**src/rtl/servo_multi_ctrl.sv**
```systemverilog
// N-channel joystick-to-servo controller: clamp, exact linear map (sequential divide),
// per-frame slew limit and 50 Hz PWM. Optional centre deadband: SERVO_MULTI_CTRL_DEADBAND_EN.
module servo_multi_ctrl #(
    parameter int unsigned CHANNELS  = 4,
    parameter int unsigned CLK_HZ    = 12_000_000,
    parameter int unsigned IN_W      = 10,
    parameter int unsigned IN_MIN    = 228,
    parameter int unsigned IN_MAX    = 830,
    parameter int unsigned PW_MIN_US = 650,
    parameter int unsigned PW_MAX_US = 2600,
    parameter int unsigned FRAME_US  = 20000,
    parameter int unsigned SLEW_US   = 40,
    parameter int unsigned DEADBAND  = 16
) (
    input  logic                     CLK,
    input  logic                     RST_N,
    input  logic [CHANNELS*IN_W-1:0] in_data,
    input  logic                     in_valid,
    output logic                     in_ready,
    input  logic [CHANNELS-1:0]      enable,
    output logic [CHANNELS-1:0]      pwm,
    output logic [CHANNELS*16-1:0]   pw_us,
    output logic                     frame_start
);

    localparam int unsigned PRESC   = CLK_HZ / 1_000_000;
    localparam int unsigned SPAN_IN = IN_MAX - IN_MIN;
    localparam int unsigned SPAN_PW = PW_MAX_US - PW_MIN_US;
    localparam int unsigned CH_W    = (CHANNELS > 1) ? $clog2(CHANNELS) : 1;
    localparam logic [15:0] CENTER  = 16'((PW_MIN_US + PW_MAX_US) / 2);
    localparam logic signed [16:0] SLEW_S = 17'(SLEW_US);

    typedef enum logic [1:0] {StIdle, StLoad, StDiv, StStore} state_e;

    state_e                    state_q, state_d;
    logic                      ready_q;
    logic [CHANNELS*IN_W-1:0]  data_q;
    logic [CH_W-1:0]           ch_q;
    logic [4:0]                bit_q;
    logic [32:0]               rem_q;
    logic [31:0]               quo_q;
    logic [15:0]               target_q [CHANNELS];
    logic [15:0]               pw_q     [CHANNELS];
    logic [15:0]               pw_nxt   [CHANNELS];
    logic signed [16:0]        diff     [CHANNELS];
    logic [31:0]               presc_q, us_q;
    logic                      first_q, fs_q, tick;
    logic [CHANNELS-1:0]       pwm_q;

    logic [IN_W-1:0] raw;
    logic [31:0]     clamped, num;
    logic [32:0]     rem_sh;
    logic            ge;

    wire accept = in_valid && ready_q;

    always_ff @(posedge CLK or negedge RST_N) begin
        if (!RST_N) state_q <= StIdle;
        else        state_q <= state_d;
    end

    always_comb begin
        state_d = state_q;
        unique case (state_q)
            StIdle:  if (accept) state_d = StLoad;
            StLoad:  state_d = StDiv;
            StDiv:   if (bit_q == 5'd31) state_d = StStore;
            StStore: state_d = (ch_q == CH_W'(CHANNELS - 1)) ? StIdle : StLoad;
            default: state_d = StIdle;
        endcase
    end

    always_comb begin
        raw     = data_q[ch_q*IN_W +: IN_W];
        clamped = 32'(raw);
        if (clamped < IN_MIN)      clamped = IN_MIN;
        else if (clamped > IN_MAX) clamped = IN_MAX;
`ifdef SERVO_MULTI_CTRL_DEADBAND_EN
        // Snap near-centre samples so a resting stick maps exactly to CENTER.
        if ((clamped + DEADBAND >= (IN_MIN + IN_MAX) / 2) &&
            (clamped <= (IN_MIN + IN_MAX) / 2 + DEADBAND)) begin
            clamped = (IN_MIN + IN_MAX) / 2;
        end
`endif
        num    = (clamped - IN_MIN) * SPAN_PW;
        rem_sh = {rem_q[31:0], quo_q[31]};
        ge     = (rem_sh >= 33'(SPAN_IN));
    end

    always_ff @(posedge CLK or negedge RST_N) begin
        if (!RST_N) begin
            ready_q <= 1'b1;
            data_q  <= '0;
            ch_q    <= '0;
            bit_q   <= '0;
            rem_q   <= '0;
            quo_q   <= '0;
            for (int i = 0; i < CHANNELS; i++) target_q[i] <= CENTER;
        end else begin
            unique case (state_q)
                StIdle: begin
                    if (accept) begin
                        data_q  <= in_data;
                        ready_q <= 1'b0;
                        ch_q    <= '0;
                    end else begin
                        ready_q <= 1'b1;
                    end
                end
                StLoad: begin
                    rem_q <= '0;
                    quo_q <= num;
                    bit_q <= '0;
                end
                StDiv: begin
                    // Quotient bits shift in as dividend bits shift out of quo_q.
                    rem_q <= ge ? (rem_sh - 33'(SPAN_IN)) : rem_sh;
                    quo_q <= {quo_q[30:0], ge};
                    bit_q <= bit_q + 5'd1;
                end
                StStore: begin
                    target_q[ch_q] <= 16'(PW_MIN_US + quo_q);
                    ch_q           <= ch_q + 1'b1;
                end
                default: ;
            endcase
        end
    end

    assign tick = (presc_q == PRESC - 1);

    always_comb begin
        for (int i = 0; i < CHANNELS; i++) begin
            diff[i]   = $signed({1'b0, target_q[i]}) - $signed({1'b0, pw_q[i]});
            pw_nxt[i] = target_q[i];
            if (SLEW_US != 0) begin
                if (diff[i] > SLEW_S)       pw_nxt[i] = pw_q[i] + 16'(SLEW_US);
                else if (diff[i] < -SLEW_S) pw_nxt[i] = pw_q[i] - 16'(SLEW_US);
            end
        end
    end

    always_ff @(posedge CLK or negedge RST_N) begin
        if (!RST_N) begin
            presc_q <= '0;
            us_q    <= '0;
            first_q <= 1'b1;
            fs_q    <= 1'b0;
            pwm_q   <= '0;
            for (int i = 0; i < CHANNELS; i++) pw_q[i] <= CENTER;
        end else begin
            presc_q <= tick ? '0 : presc_q + 32'd1;
            if (tick) begin
                us_q    <= (us_q == FRAME_US - 1) ? '0 : us_q + 32'd1;
                first_q <= 1'b0;
            end
            fs_q <= tick && (first_q || (us_q == FRAME_US - 1));
            // Pulse widths only move at frame start so every pulse is whole.
            if (fs_q) begin
                for (int i = 0; i < CHANNELS; i++) pw_q[i] <= pw_nxt[i];
            end
            for (int i = 0; i < CHANNELS; i++) begin
                pwm_q[i] <= enable[i] && (us_q < 32'(pw_q[i]));
            end
        end
    end

    always_comb begin
        pw_us = '0;
        for (int i = 0; i < CHANNELS; i++) pw_us[i*16 +: 16] = pw_q[i];
    end

    assign in_ready    = ready_q;
    assign pwm         = pwm_q;
    assign frame_start = fs_q;

endmodule

```
**config.mk**
```make
export PLATFORM = sky130hd
export DESIGN_NAME = servo_multi_ctrl
export DESIGN_NICKNAME = d
export VERILOG_FILES = /design/src/rtl/servo_multi_ctrl.sv
export SDC_FILE = /design/constraint.sdc
export NUM_CORES = 1
export LEC_CHECK = 0
export ABC_AREA = 1
export BUFFER_PORTS_ARGS = -buffer_cell sky130_fd_sc_hd__buf_4
export CORE_MARGIN = 2
export CORE_UTILIZATION = 30
export DETAILED_ROUTE_END_ITERATION = 10
export SYNTH_ARGS = -nofsm -noshare
export SYNTH_HDL_FRONTEND = slang
export SYNTH_SLANG_ARGS = --single-unit
```
**constraint.sdc**
```tcl
create_clock -name CLK -period 9.1 [get_ports CLK]
set_input_delay 0 -clock CLK [delete_from_list [all_inputs] [get_ports CLK]]
set_output_delay 0 -clock CLK [all_outputs]
set_load 0.1 [all_outputs]
```
==> flow_summary.json, run 1 <==
{
  "tritoncts": "built",
  "maxSlewViolCount": 0,
  "fmax_ghz": 0.127,
  "r2r_end": "quo_q[29]$_DFFE_PN0P_",
  "clk_pin_slew_worst_paths_ns": 0.06,
  "layout-drive-gt1-share": 0.0781,
  "ys_ff_latch": 312,
  "yosys_warnings": 0,
  "synthCells": 4236,
  "crit_path_frequent_cell": "inv_1",
  "chipWidth_um": 317,
  "cp-start-kind": "register",
  "path_class": "register to register",
  "yosys-top-cells-area": "dfrtp_1 (22%), nand2_1 (15%), inv_1 (9.2%)",
  "routed_wl_mm": 86.4,
  "ant_nets": 0,
  "reg2reg_depth": 33,
  "timing.rr.start": "ch_q[0]$_DFFE_PN0P_",
  "met3_usage": 0.0168,
  "place_area_sq_um": 31600,
  "max-cap-violations": 0,
  "arrival_ns": 8.33,
  "dp_slack_ns": 1.15,
  "numPortBuffers": 116,
  "setup_viol": 0,
  "synth_edf_count": 0,
  "routed-via-count": 27302,
  "skew_ns": 0.0315,
  "stdcell_area_sq_um": 33300,
  "multiInputGateArea_sq_um": 18300,
  "synth_top_area_share": 0.223,
  "clock_sinks": 312,
  "yosys-top-cells-count": "nand2_1 (1,152), inv_1 (720), nor2_1 (352)",
  "cp_max_fo": 24,
  "fillers": 10388,
  "die_area_sq_um": 100000,
  "clock_latency_ns": 0.60,
  "synth-seq-area-share": 0.268,
  "ys.flop_type": "dfrtp_1",
  "finalCriticalPeriod_ns": 7.90,
  "hold_viol": 0,
  "yosysTopAreaCell": "dfrtp_1",
  "cp_slowest_cell": "dfrtp_1",
  "nNetsFinal": 4744,
  "grt_pass1_wl_mm": 141,
  "syn_avg_cell_area_sq_um": 6.93,
  "placeableCoreArea_sq_um": 96900,
  "max_stage_delay_ns": 0.82,
  "tightest_slew_ns": 1.10,
  "n_antenna_cell": 0,
  "synth.most_common_cell": "nand2_1",
  "fin_crit_sh": 0.868,
  "seqCellArea_sq_um": 7870,
  "vias_per_cell": 4.80,
  "grt_pass1_vias": 26302,
  "outcome": "finished clean",
  "drc": 0,
  "rrSetupSlack_ns": 1.20,
  "antenna_found_initial": 0,
  "start_util": 0.303,
  "required_ns": 9.52,
  "use_met2": 0.285,
  "cts_max_level": 2,
  "grt_busiest_layer": "met2",
  "layout-area-overhead-vs-synth_pct": 13.7,
  "dpl.hpwl_mm": 67.5,
  "fin_setup_tns_ns": 0,
  "rows": 114,
  "dr.pass1.iters": 6,
  "grt_overflow": 0,
  "place_congestion": 0.911,
  "track_usage": 0.173,
  "cts_buffers": 39,
  "wl_per_cell_um": 15.2,
  "synth_cell_types": 63,
  "min_path_type": "input port to asynchronous set/reset pin",
  "endpoint_kind": "register",
  "slew-limit-headroom": 0.266,
  "setup_ws_ns": 1.20,
  "syn_area_sq_um": 29300,
  "grt_max_degree": 144,
  "io_pins": 117,
  "startpoint": "ch_q[0]$_DFFE_PN0P_",
  "clockBufferDepth": 3,
  "die_h_um": 317,
  "root_buffer": "clkbuf_16",
  "drt-initial-drc-count": 1944,
  "synthArstFlopShare": 1.00,
  "cts_setup_buffers": 0,
  "grtUsageMet1": 0.243,
  "rsz0062_at_grt": "false"
}
worst max path at each step:
stage | endpoint | slack [ns] | cells past startpoint
after detailed placement | quo_q[29]$_DFFE_PN0P_ | 1.15 | 33
after global routing | quo_q[26]$_DFFE_PN0P_ | 0.51 | 36
after floorplan | quo_q[31]$_DFFE_PN0P_ | 2.57 | 34
after CTS | quo_q[29]$_DFFE_PN0P_ | 1.11 | 33
final | quo_q[29]$_DFFE_PN0P_ | 1.20 | 33
after global placement | quo_q[29]$_DFFE_PN0P_ | 1.32 | 33
final cells by class:
type	count	area share
Tap cell	1276	0.0479
Sequential cell	312	0.236
Timing Repair Buffer	176	0.0437
Inverter	744	0.0840
Clock buffer	55	0.0326
Clock inverter	14	0.00630
Multi-Input combinational cell	3114	0.550
metrics by stage:
stage	util	hold slack [ns]	instances
floorplan	-	-0.296	4257
global placement	0.326	0.107	5576
detailed placement	0.326	0.114	5576
CTS	0.344	0.0943	5691
global route	0.344	0.148	5691
finish	0.344	0.0618	5691
critical path: cells and delay by family (launching register included):
kind            cells  cell delay (ns)
compound gates      1             0.10
fa+ha+maj           7             3.27
buf+inv             8             1.02
flops               1             0.82
simple gates       17             2.51
metal layers:
layer / share of wire / vias to the layer above
li1: - / 13797
met1: 0.47 / 12715
met2: 0.46 / 687
met3: 0.047 / 103
met4: 0.022 / 0
met5: 0 / -
sequential cells by signal, indices dropped and copies added (netlist names), 2 cells and up:
register,cells
data_q,40
quo_q,32
rem_q,32
pw_us,64
target_q,64
us_q,32
bit_q,5
presc_q,32
ch_q,2
state_q,2
pwm,4
logic make-up (layout without fill, tap and decap cells):
| logic type | after synthesis | after routing | synth area share |
|---|---|---|---|
| mux | 13 | 13 | 0.00452 |
| compound gates | 457 | 457 | 0.0891 |
| buf+inv | 831 | 989 | 0.110 |
| flops | 312 | 312 | 0.268 |
| simple gates | 2149 | 2149 | 0.319 |
| xor+xnor | 162 | 162 | 0.0490 |
| fa+ha+maj | 310 | 310 | 0.159 |
| other cells | 2 | 23 | 0.000256 |
repair_timing:
item	CTS	global route
gates resized for setup	0	0
endpoints found under the hold margin	148	0
hold buffers	46	0
layout by cell type (no fill, tap or decap), types with 8 or more instances in the layout:
cell	n
a21o_1	8
a21oi_1	143
a31oi_1	13
and2_1	12
buf_4	128
clkbuf_1	11
clkbuf_16	39
conb_1	23
dfrtp_1	261
dfstp_2	50
dlygate4sd3_1	46
fa_1	106
ha_1	204
inv_1	719
inv_2	18
mux2i_1	11
nand2_1	1152
nand2_2	26
nand2_4	9
nand3_1	318
nand3_2	16
nand3b_1	23
nand4_1	88
nor2_1	352
nor2_2	12
nor3_1	74
nor4_1	51
o211ai_1	14
o21ai_0	199
o21bai_1	8
o221ai_1	24
o22ai_1	14
xnor2_1	22
xor2_1	139
Power of run 1 is left out: the tool's default activity adds up to more than one toggle a clock period on the data nets, which glitch-free logic cannot reach.
==> run 2: changes to the inputs <==
- ABC_AREA: 1 -> 0
- SETUP_SLACK_MARGIN: not set -> 0.2
==> flow_summary.json, run 2 <==
{
  "outcome": "finished clean",
  "multiInputGateArea_sq_um": 16600,
  "slew-limit-headroom": 0.208,
  "final_util": 0.349,
  "required_ns": 9.53,
  "io_pins": 117,
  "synth_cell_types": 103,
  "tritoncts": "built",
  "power_switching_share": 0.287,
  "p_int_mw": 2.66,
  "irDropWorstVdd_mv": 0.116,
  "root_buffer": "clkbuf_16",
  "final_common_cell": "inv_1",
  "yosys-top-cells-area": "dfrtp_1 (25%), ha_1 (9.8%), fa_1 (8.2%)",
  "syn_avg_cell_area_sq_um": 8.95,
  "p_comb_frac": 0.176,
  "routed_wl_mm": 69.3,
  "vias_per_cell": 5.06,
  "cp_slowest_cell": "fa_1",
  "switchingPower_mw": 1.07,
  "synthArstFlopShare": 1.00,
  "synth_top_area_share": 0.252,
  "max_stage_delay_ns": 0.60,
  "yosys_warnings": 0,
  "max-cap-violations": 0,
  "drc": 0,
  "fillers": 8795,
  "cts_buffers": 38,
  "fin_setup_tns_ns": 0,
  "hold_viol": 0,
  "syn_area_sq_um": 26000,
  "dr.pass1.iters": 7,
  "track_usage": 0.155,
  "ys_ff_latch": 312,
  "layout-area-overhead-vs-synth_pct": 14.8,
  "wl_met2_mm": 32.1,
  "endpoint_kind": "register",
  "synth.most_common_cell": "inv_1",
  "skew_ns": 0.0275,
  "tightest_slew_ns": 1.17,
  "synth_edf_count": 0,
  "synthCells": 2907,
  "rsz0062_at_grt": "false",
  "timing.rr.start": "ch_q[0]$_DFFE_PN0P_",
  "die_h_um": 298,
  "routed-via-count": 21329,
  "drt-initial-drc-count": 1442,
  "cts_max_level": 2,
  "reg2reg_depth": 30,
  "die_area_sq_um": 89100,
  "grt_pass1_wl_mm": 113,
  "p_leak_nw": 13.9,
  "arrival_ns": 8.63,
  "maxSlewViolCount": 0,
  "dpl.hpwl_mm": 52.2,
  "r2r_end": "quo_q[29]$_DFFE_PN0P_",
  "clock_sinks": 312,
  "cp_max_fo": 8,
  "place_congestion": 0.906,
  "start_util": 0.304,
  "setup_viol": 0,
  "clk_pin_slew_worst_paths_ns": 0.07,
  "grt_max_degree": 105,
  "min_path_type": "input port to asynchronous set/reset pin",
  "final_cell_mix": "inv_1 (319), dfrtp_1 (261), nand2_1 (224), ha_1 (202), nor2_1 (199)",
  "seqPwrFrac": 0.408,
  "yosys-top-cells-count": "inv_1 (320), dfrtp_1 (262), nand2_1 (224)",
  "yosysTopAreaCell": "dfrtp_1",
  "chipWidth_um": 298,
  "fmax_ghz": 0.122,
  "fin_crit_sh": 0.902,
  "seqCellArea_sq_um": 7870,
  "synth-seq-area-share": 0.303,
  "numPortBuffers": 116,
  "p_per_area_nw_per_um2": 125,
  "finalCriticalPeriod_ns": 8.20,
  "place_area_sq_um": 28100,
  "top_layer": "met4",
  "wl_met1_mm": 32.9,
  "crit_path_frequent_cell": "fa_1",
  "clock_latency_ns": 0.56,
  "placeableCoreArea_sq_um": 85500,
  "rows": 107,
  "wl_per_cell_um": 16.4,
  "totalPowerFinal_mw": 3.73,
  "antenna_found_initial": 1,
  "stdcell_area_sq_um": 29900,
  "hold_slack_ns": 0.0896,
  "rrSetupSlack_ns": 0.90,
  "pwr-share-clk": 0.417,
  "nNetsFinal": 3399,
  "dr_wl_met3_mm": 2.77,
  "clockBufferDepth": 3,
  "grt_pass1_vias": 20770,
  "ys.flop_type": "dfrtp_1",
  "ant_nets": 0,
  "cp-start-kind": "register",
  "layout-drive-gt1-share": 0.124,
  "path_class": "register to register",
  "grt_overflow": 0
}
[run 2: timing repair]
item                                   4_1_cts  5_1_grt
setup endpoints to repair                    0        9
resized for setup                            0        5
buffers inserted                             0        2
hold buffers                                46        0
endpoints found under the hold margin      146        0
[run 2: critical path, delay by kind of cell (launching register included)]
family                     cells  cell delay (ns)
adders and majority gates      6             2.94
and+or+nand+nor               11             1.74
AOI/OAI and AO/OA              7             1.68
muxes                          1             0.57
DFF                            1             0.51
buffers and inverters          4             0.48
xor gates and xnor gates       1             0.14
[run 2: per-layer routing]
layer / vias up / global-route usage
met5: - / 0
li1: 10491 / -
met4: 0 / 0.0365
met1: 10325 / 0.216
met3: 88 / 0.0199
met2: 425 / 0.255
[run 2: power by group through the flow]
stage | logic, mW | clock network, mW | registers (mW)
after floorplan | 0.489 | 0 | 1.53
after global placement | 0.640 | 0 | 1.54
after detailed placement | 0.647 | 0 | 1.54
after CTS | 0.666 | 1.60 | 1.52
after global routing | 0.766 | 1.66 | 1.53
final | 0.655 | 1.55 | 1.52
[run 2: worst max-delay path by stage]
stage / start / endpoint / slack (ns) / depth (start not counted)
global placement: ch_q[0]$_DFFE_PN0P_ / quo_q[30]$_DFFE_PN0P_ / 0.76 / 31
detailed placement: ch_q[0]$_DFFE_PN0P_ / quo_q[30]$_DFFE_PN0P_ / 0.62 / 31
CTS: ch_q[0]$_DFFE_PN0P_ / quo_q[30]$_DFFE_PN0P_ / 0.62 / 31
floorplan: ch_q[0]$_DFFE_PN0P_ / quo_q[30]$_DFFE_PN0P_ / 1.35 / 31
finish: ch_q[0]$_DFFE_PN0P_ / quo_q[29]$_DFFE_PN0P_ / 0.90 / 30
global route: ch_q[0]$_DFFE_PN0P_ / quo_q[29]$_DFFE_PN0P_ / 0.26 / 28
[run 2: area by class of cell]
class                      instances  area share
antenna                            1   0.0000838
clock buffer                      47      0.0350
clock inverter                    22     0.00725
inverter                         322      0.0406
multi-input combinational       2191       0.557
sequential                       312       0.264
tap                             1144      0.0479
timing repair buffer             177      0.0486
[run 2: metrics by stage]
| stage | setup WS (ns) | std cells |
|---|---|---|
| floorplan | 1.35 | 2928 |
| global placement | 0.756 | 4098 |
| detailed placement | 0.616 | 4098 |
| CTS | 0.620 | 4213 |
| global route | 0.263 | 4216 |
| finish | 0.896 | 4216 |
[run 2: logic make-up (layout without fill, tap and decap cells)]
family	after synthesis	in the layout	synth area share
and+or+nand+nor	883	883	0.168
AOI/OAI and AO/OA	685	685	0.175
buffers and inverters	425	568	0.0631
DFF	312	312	0.303
adders and majority gates	311	311	0.180
xor gates and xnor gates	179	179	0.0606
muxes	110	110	0.0506
other	2	24	0.000289
Power figures use the tool's default switching activity.
==> run 3: changes to the inputs <==
- PLACE_DENSITY_LB_ADDON: not set -> 0.25
==> flow_summary.json, run 3 (same netlist as run 2, synthesis figures left out) <==
{
  "outcome": "finished clean",
  "totalPowerFinal_mw": 3.87,
  "dpl.cell_count": 4101,
  "fin_crit_sh": 0.908,
  "final_cell_mix": "inv_1 (319), dfrtp_1 (260), nand2_1 (224), ha_1 (202), nor2_1 (199)",
  "arrival_ns": 8.69,
  "cts_setup_buffers": 0,
  "nNetsFinal": 3401,
  "drc": 0,
  "grt_overflow": 0,
  "cp_slowest_cell": "mux4_2",
  "min_path_type": "input port to asynchronous set/reset pin",
  "tritoncts": "built",
  "die_area_sq_um": 89100,
  "required_ns": 9.52,
  "cts_buffers": 39,
  "drt-initial-drc-count": 1285,
  "antenna_found_initial": 1,
  "irDropWorstVdd_mv": 0.118,
  "fmax_ghz": 0.121,
  "timing.rr.start": "ch_q[0]$_DFFE_PN0P_",
  "vias_per_cell": 5.04,
  "layout-drive-gt1-share": 0.125,
  "grt_max_degree": 147,
  "r2r_end": "quo_q[29]$_DFFE_PN0P_",
  "hold_viol": 0,
  "p_per_area_nw_per_um2": 129,
  "stdcell_area_sq_um": 30000,
  "place_congestion": 0.876,
  "n_antenna_cell": 0,
  "cts_max_level": 2,
  "finalCriticalPeriod_ns": 8.27,
  "max_stage_delay_ns": 0.60,
  "clock_sinks": 312,
  "crit_path_frequent_cell": "fa_1",
  "wl_per_cell_um": 17.0,
  "cp-start-kind": "register",
  "slew-limit-headroom": 0.185,
  "routed-via-count": 21242,
  "io_pins": 117,
  "tightest_slew_ns": 1.21,
  "rsz0062_at_grt": "false",
  "reg2reg_depth": 30,
  "setup_viol": 0,
  "clock_latency_ns": 0.57,
  "grt_pass1_vias": 20764,
  "track_usage": 0.161,
  "path_class": "register to register",
  "dr.pass1.iters": 6,
  "place_area_sq_um": 28100,
  "placeableCoreArea_sq_um": 85500,
  "root_buffer": "clkbuf_16",
  "routed_wl_mm": 71.7,
  "endpoint_kind": "register",
  "stdcell_count": 4218,
  "final_common_cell": "inv_1",
  "ant_nets": 0,
  "rrSetupSlack_ns": 0.83,
  "cp_max_fo": 8,
  "grt_pass1_wl_mm": 117,
  "p_leak_nw": 14.0,
  "die_h_um": 298,
  "max-cap-violations": 0,
  "rows": 107,
  "chipWidth_um": 298,
  "fillers": 8755,
  "skew_ns": 0.0226,
  "numPortBuffers": 116,
  "dpl.hpwl_mm": 54.1,
  "clockBufferDepth": 3,
  "start_util": 0.304,
  "layout-area-overhead-vs-synth_pct": 15.3,
  "clk_pin_slew_worst_paths_ns": 0.06,
  "fin_setup_tns_ns": 0,
  "maxSlewViolCount": 0
}
[run 3: cell count changes in the layout (fill, tap and decap cells not counted), sizes merged]
cell,change
clkinvlp,-4
inv,-3
buf,+1
clkbuf,+2
bufinv,+4
diode,-1
clkinv,+3
[run 3: timing repair]
action,in CTS,in global routing
endpoints found under the setup margin,0,9
hold buffers,46,0
gates resized for setup,0,4
endpoints found under the hold margin,144,0
[run 3: per-stage QoR]
stage	hold slack (ns)	utilization	worst slack [ns]
after floorplan	-0.296	-	1.35
after global placement	0.0981	0.329	0.787
after detailed placement	0.118	0.329	0.653
after CTS	0.127	0.350	0.647
after global routing	0.162	0.351	0.284
final	0.0752	0.351	0.834
[run 3: worst max-delay path by stage]
| stage | from | to |
|---|---|---|
| floorplan | ch_q[0]$_DFFE_PN0P_ | quo_q[30]$_DFFE_PN0P_ |
| global placement | ch_q[0]$_DFFE_PN0P_ | quo_q[31]$_DFFE_PN0P_ |
| detailed placement | ch_q[0]$_DFFE_PN0P_ | quo_q[30]$_DFFE_PN0P_ |
| CTS | ch_q[0]$_DFFE_PN0P_ | quo_q[30]$_DFFE_PN0P_ |
| global route | ch_q[0]$_DFFE_PN0P_ | quo_q[30]$_DFFE_PN0P_ |
| finish | ch_q[0]$_DFFE_PN0P_ | quo_q[29]$_DFFE_PN0P_ |
[run 3: final cells by class]
cell class	instances	area, sq um	share of cell area
Multi-Input combinational cell	2191	16600	0.554
Inverter	322	1210	0.0404
Clock inverter	22	292	0.00972
Tap cell	1144	1430	0.0477
Clock buffer	49	1090	0.0362
Sequential cell	312	7870	0.263
Timing Repair Buffer	178	1470	0.0491
[run 3: where the power goes]
group | total (mW) | internal [mW] | switching (mW)
Clock | 1.70 | 1.04 | 0.654
Sequential | 1.52 | 1.46 | 0.0561
Combinational | 0.656 | 0.288 | 0.368
[run 3: critical path: cells and delay by family (launching register included)]
family / cells / cell delay, ns
buf+inv: 4 / 0.55
xor+xnor: 1 / 0.14
fa+ha+maj: 7 / 2.98
flops: 1 / 0.45
simple gates: 6 / 1.07
compound gates: 11 / 2.31
mux: 1 / 0.60
[run 3: layer usage]
layer	vias to the layer above	global-route usage	wire, um
met4	0	0.0385	1330
met5	-	0	0
met3	68	0.0204	2890
met2	378	0.262	32900
met1	10291	0.228	34600
li1	10505	-	-
